<file path="src/rtl/neuron_seq.sv">
// Sequential neuron: one MAC per cycle into a saturating accumulator, then an
// activation lookup via external ROM. Define NEURON_RELU_EN to add a ReLU bypass.
module neuron_seq #(
  parameter int N_IN       = 7,
  parameter int DW         = 17,
  parameter int FRAC       = 16,
  parameter int ACC_W      = 24,
  parameter int LUT_AW     = 11,
  parameter int ADDR_SHIFT = 8
) (
  input  logic                 clk,
  input  logic                 rst_n,
  input  logic                 start,
  input  logic [N_IN*DW-1:0]   x,
  input  logic [N_IN*DW-1:0]   w,
  input  logic [DW-1:0]        bias,
`ifdef NEURON_RELU_EN
  input  logic                 relu_sel,
`endif
  output logic                 busy,
  output logic [LUT_AW-1:0]    lut_addr,
  input  logic [DW-1:0]        lut_data,
  output logic [DW-1:0]        y,
  output logic                 valid_out
);

  localparam int PW  = 2 * DW;
  localparam int SW  = ((ACC_W > PW) ? ACC_W : PW) + 1;
  localparam int AW2 = ((ACC_W > LUT_AW) ? ACC_W : LUT_AW) + 2;
  localparam int IW  = (N_IN > 1) ? $clog2(N_IN) : 1;

  localparam logic signed [SW-1:0] ACC_MAX =
    signed'({{(SW-ACC_W+1){1'b0}}, {(ACC_W-1){1'b1}}});
  localparam logic signed [SW-1:0] ACC_MIN =
    signed'({{(SW-ACC_W+1){1'b1}}, {(ACC_W-1){1'b0}}});
  localparam logic signed [AW2-1:0] ADDR_MID = AW2'(2 ** (LUT_AW - 1));
  localparam logic signed [AW2-1:0] ADDR_TOP = AW2'(2 ** LUT_AW - 1);

  typedef enum logic [2:0] {IDLE, MAC, ADDR, WAIT, DONE} state_t;

  state_t                   state;
  logic [N_IN*DW-1:0]       x_r;
  logic [N_IN*DW-1:0]       w_r;
  logic signed [ACC_W-1:0]  acc;
  logic [IW-1:0]            idx;

  logic signed [DW-1:0]     xe;
  logic signed [DW-1:0]     we;
  logic signed [PW-1:0]     prod;
  logic signed [SW-1:0]     sum;
  logic signed [ACC_W-1:0]  acc_sat;
  logic signed [ACC_W-1:0]  acc_sh;
  logic signed [AW2-1:0]    addr_s;
  logic [LUT_AW-1:0]        addr_c;

  always_comb begin
    xe   = x_r[idx*DW +: DW];
    we   = w_r[idx*DW +: DW];
    prod = xe * we;
    // Sum in a width that cannot overflow, then clamp into the accumulator range.
    sum  = SW'(acc) + SW'(prod >>> FRAC);
    if (sum > ACC_MAX)
      acc_sat = ACC_MAX[ACC_W-1:0];
    else if (sum < ACC_MIN)
      acc_sat = ACC_MIN[ACC_W-1:0];
    else
      acc_sat = sum[ACC_W-1:0];
  end

  always_comb begin
    acc_sh = acc >>> ADDR_SHIFT;
    addr_s = AW2'(acc_sh) + ADDR_MID;
    if (addr_s < 0)
      addr_c = '0;
    else if (addr_s > ADDR_TOP)
      addr_c = '1;
    else
      addr_c = addr_s[LUT_AW-1:0];
  end

`ifdef NEURON_RELU_EN
  localparam logic signed [ACC_W-1:0] Y_MAX = ACC_W'(2 ** (DW - 1) - 1);

  logic            relu_r;
  logic [DW-1:0]   relu_y;

  always_comb begin
    if (acc < 0)
      relu_y = '0;
    else if (acc > Y_MAX)
      relu_y = Y_MAX[DW-1:0];
    else
      relu_y = acc[DW-1:0];
  end
`endif

  always_ff @(posedge clk or negedge rst_n) begin
    if (!rst_n) begin
      state     <= IDLE;
      busy      <= 1'b0;
      valid_out <= 1'b0;
      y         <= '0;
      lut_addr  <= '0;
      acc       <= '0;
      idx       <= '0;
      x_r       <= '0;
      w_r       <= '0;
`ifdef NEURON_RELU_EN
      relu_r    <= 1'b0;
`endif
    end else begin
      valid_out <= 1'b0;
      unique case (state)
        IDLE: begin
          if (start) begin
            x_r   <= x;
            w_r   <= w;
            acc   <= ACC_W'(signed'(bias));
            idx   <= '0;
            busy  <= 1'b1;
            state <= MAC;
`ifdef NEURON_RELU_EN
            relu_r <= relu_sel;
`endif
          end else begin
            busy <= 1'b0;
          end
        end
        MAC: begin
          acc <= acc_sat;
          idx <= idx + IW'(1);
          if (idx == IW'(N_IN - 1))
            state <= ADDR;
        end
        ADDR: begin
          lut_addr <= addr_c;
          state    <= WAIT;
        end
        WAIT: state <= DONE;
        DONE: begin
          // busy stays high through the valid_out cycle; IDLE drops it if no new start.
`ifdef NEURON_RELU_EN
          y <= relu_r ? relu_y : lut_data;
`else
          y <= lut_data;
`endif
          valid_out <= 1'b1;
          state     <= IDLE;
        end
        default: state <= IDLE;
      endcase
    end
  end

endmodule

</file>
<file path="config.mk">
export PLATFORM = sky130hd
export DESIGN_NAME = neuron_seq
export DESIGN_NICKNAME = d
export VERILOG_FILES = /design/src/rtl/neuron_seq.sv
export SDC_FILE = /design/constraint.sdc
export NUM_CORES = 2
export LEC_CHECK = 0
export CAP_MARGIN = 0
export CELL_PAD_IN_SITES_DETAIL_PLACEMENT = 1
export CELL_PAD_IN_SITES_GLOBAL_PLACEMENT = 2
export CORE_MARGIN = 3
export CORE_UTILIZATION = 39
export CTS_BUF_LIST = sky130_fd_sc_hd__clkbuf_4
export DETAILED_ROUTE_END_ITERATION = 8
export PLACE_DENSITY = 0.95
export SLEW_MARGIN = 15
export SYNTH_ARGS = -nofsm -noshare
export SYNTH_HDL_FRONTEND = slang
export SYNTH_SLANG_ARGS = --single-unit
</file>
<file path="constraint.sdc">
create_clock -name clk -period 19.5 [get_ports clk]
set_input_delay 3.9 -clock clk [delete_from_list [all_inputs] [get_ports clk]]
set_output_delay 3.9 -clock clk [all_outputs]
set_load 0.02 [all_outputs]
</file>
==> metrics.cfg <==
[run_status]
status = completed

[cts]
clkTransAtPathRegs_ps = 60
cts_tree = yes
post_cts_resized = 0
cts_max_level = 3
clkSinkCount = 298
hold_buffers = 0
cts_setup_buffers = 0
clk_latency_ps = 870
max-clock-path-buffers = 3
cts-buffers-inserted = 87
ctsRootBufferMaster = clkbuf_4

[logic_synthesis]
synth_seq_cells = 298
netlist_area_um2 = 24910
ys_warn_count = 0
ys_types = 60
syn_nets = 3479
async_flop_share_pct = 100.0
yosysSeqAreaShare_pct = 29.94
synth_edf_count = 0
synthFlopType = dfrtp_1
syn_avg_cell_area_um2 = 8.912
synthCells = 2795

[global_route]
grt_overflow = 0
first_global_vias = 23700
grt_pass1_wl_um = 131900
grt_max_degree = 241
gr-usage-all-layers_pct = 25.57
grt_antenna_before_repair = 6

[worst_setup_path]
rr_worst_depth = 34
arrival_ps = 12340
path_max_fanout = 38
crit_cells = 34
cp_slowest_cell = a21oi_1
cp-start-kind = flip-flop
crit_family = compound AO/OA/AOI/OAI gates
critPathCaptureType = flip-flop
crit_buf_inv = 4
path_class = flip-flop to flip-flop
cp.required_ps = 20140
slowest_delay_ps = 880

[die]
dieArea_um2 = 66940
die_height_um = 258.7
core_area_um2 = 63080
die_w_um = 258.7
rows = 92
pin_count = 305
start_util_pct = 39.49

[routing]
wl_per_cell_um = 20.92
antenna_left = 0
first_pass_iters = 5
routed_wl_um = 83880
avgViaCountPerCell = 5.188
drc = 0
first_iter_violations = 1333
vias = 20805

[timing]
max_freq_mhz = 85.42
hold_violations = 0
worst_slew_pin_slew_ps = 1201
finalMaxSlewViolations = 0
fin_crit_sh_pct = 60.03
timing.final.crit_period_ps = 11710
max_slew_margin_pct = 19.96
final-setup-viol-count = 0
tns_ps = 0
rsz0062_at_grt = no
clock_skew_ps = 81.09

[layout]
drive_gt1_share_pct = 7.946
fillers = 7487
finalInstanceArea_um2 = 29940
num-nets-final = 3785
area_growth_pct = 20.18
final_cells = 4010

[placement]
dpl.cell_count = 3857
dpl_cell_area_um2 = 28860
place_hpwl_um = 65540
numPortBuffers = 304
place.gp.congestion = 0.8903

[job]
maxCapViolations = 0

[hold_path]
holdCritPathClass = flip-flop to flip-flop
holdPathStages = 2

## worst reg2reg max path: cells and delay by family (launching register included)
kind | cells | cell delay, ps
multiplexers | 1 | 200
AND/OR/NAND/NOR | 4 | 1150
AO/OA/AOI/OAI | 16 | 4150
flip-flops | 1 | 820
adder cells (fa/ha/maj) | 8 | 3790
XOR/XNOR | 1 | 590
buffers and inverters | 4 | 840
## sequential cells by signal, indices dropped and copies added, names as in the netlist
signal,count
lut_addr,11
valid_out,1
w_r,119
busy,1
idx,3
state,3
acc,24
y,17
x_r,119
## cells in the mapped netlist, types with 12 or more instances
master / instances / area (um2)
and2_1: 15 / 93.84
xor2_1: 20 / 175.2
o21ai_1: 13 / 65.06
buf_1: 13 / 48.80
mux2_2: 26 / 292.8
nand2_1: 903 / 3390
ha_1: 113 / 1414
o21ai_0: 41 / 205.2
fa_1: 296 / 5926
a21oi_1: 87 / 435.4
dfrtp_1: 298 / 7457
mux4_2: 34 / 765.7
o211ai_1: 14 / 105.1
mux2i_1: 38 / 380.4
nor3_1: 12 / 60.06
inv_1: 321 / 1205
clkbuf_1: 105 / 394.1
nor2_1: 224 / 840.8
a21o_1: 41 / 307.8
xnor2_1: 30 / 262.8
nand3_1: 18 / 90.09
nand2b_1: 18 / 112.6
## per-layer routing
layer  track usage (%)  vias up  wire length (um)
met5                 0        -                13
met4             9.583        2              2990
met3             5.170      160              4846
met2             43.30      574             41210
met1             32.39    10690             34810
li1                  -     9379                 -
## area by class of cell
cell class,count,area (um2),area share [%]
inverter,322,1209,4.037
clock buffer,121,908.4,3.034
tap,846,1059,3.536
antenna,5,12.51,0.04180
clock inverter,26,135.1,0.4514
sequential,298,7466,24.94
timing repair buffer,340,3338,11.15
multi-input combinational,2052,15810,52.81
## metrics by stage
stage	worst slack, ps	hold WS, ps	util, %
2_1_floorplan	9566	440.1	-
3_3_place_gp	8267	454.0	45.75
3_5_place_dp	7774	461.0	45.75
4_1_cts	7792	476.4	47.40
5_1_grt	6913	491.1	47.46
6_report	7793	473.6	47.46
## placed cells by master (no fill, tap or decap), drive strengths merged, types with 12 or more instances in the layout
master	n
a21o	41
a21oi	88
and2	15
buf	37
clkbuf	121
clkdlybuf4s50	303
clkinv	23
dfrtp	298
fa	296
ha	113
inv	323
mux2	26
mux2i	38
mux4	34
nand2	903
nand2b	18
nand3	18
nor2	224
nor3	12
o211ai	14
o21ai	54
xnor2	30
xor2	20
## cells by family after synthesis
kind of cell | synth area share (%)
and+or+nand+nor | 19.56
buffers and inverters | 6.756
AOI/OAI and AO/OA | 6.751
xor gates and xnor gates | 1.758
DFF | 29.94
adders and majority gates | 29.46
muxes | 5.776
## worst paths after layout
| check | slack [ps] | from | end |
|---|---|---|---|
| max | 7790 | idx[1] | acc[2] |
| min | 470 | w_r[43] | w_r[43] |
| max reg2reg | 7790 | idx[1] | acc[2] |
| min reg2reg | 470 | w_r[43] | w_r[43] |
| max in group asynchronous | 13930 | rst_n | idx[1] |
| min in group asynchronous | 3070 | rst_n | x_r[77] |
Power is left out: the tool's default activity adds up to more than one toggle a clock period on the data nets, which glitch-free logic cannot reach.
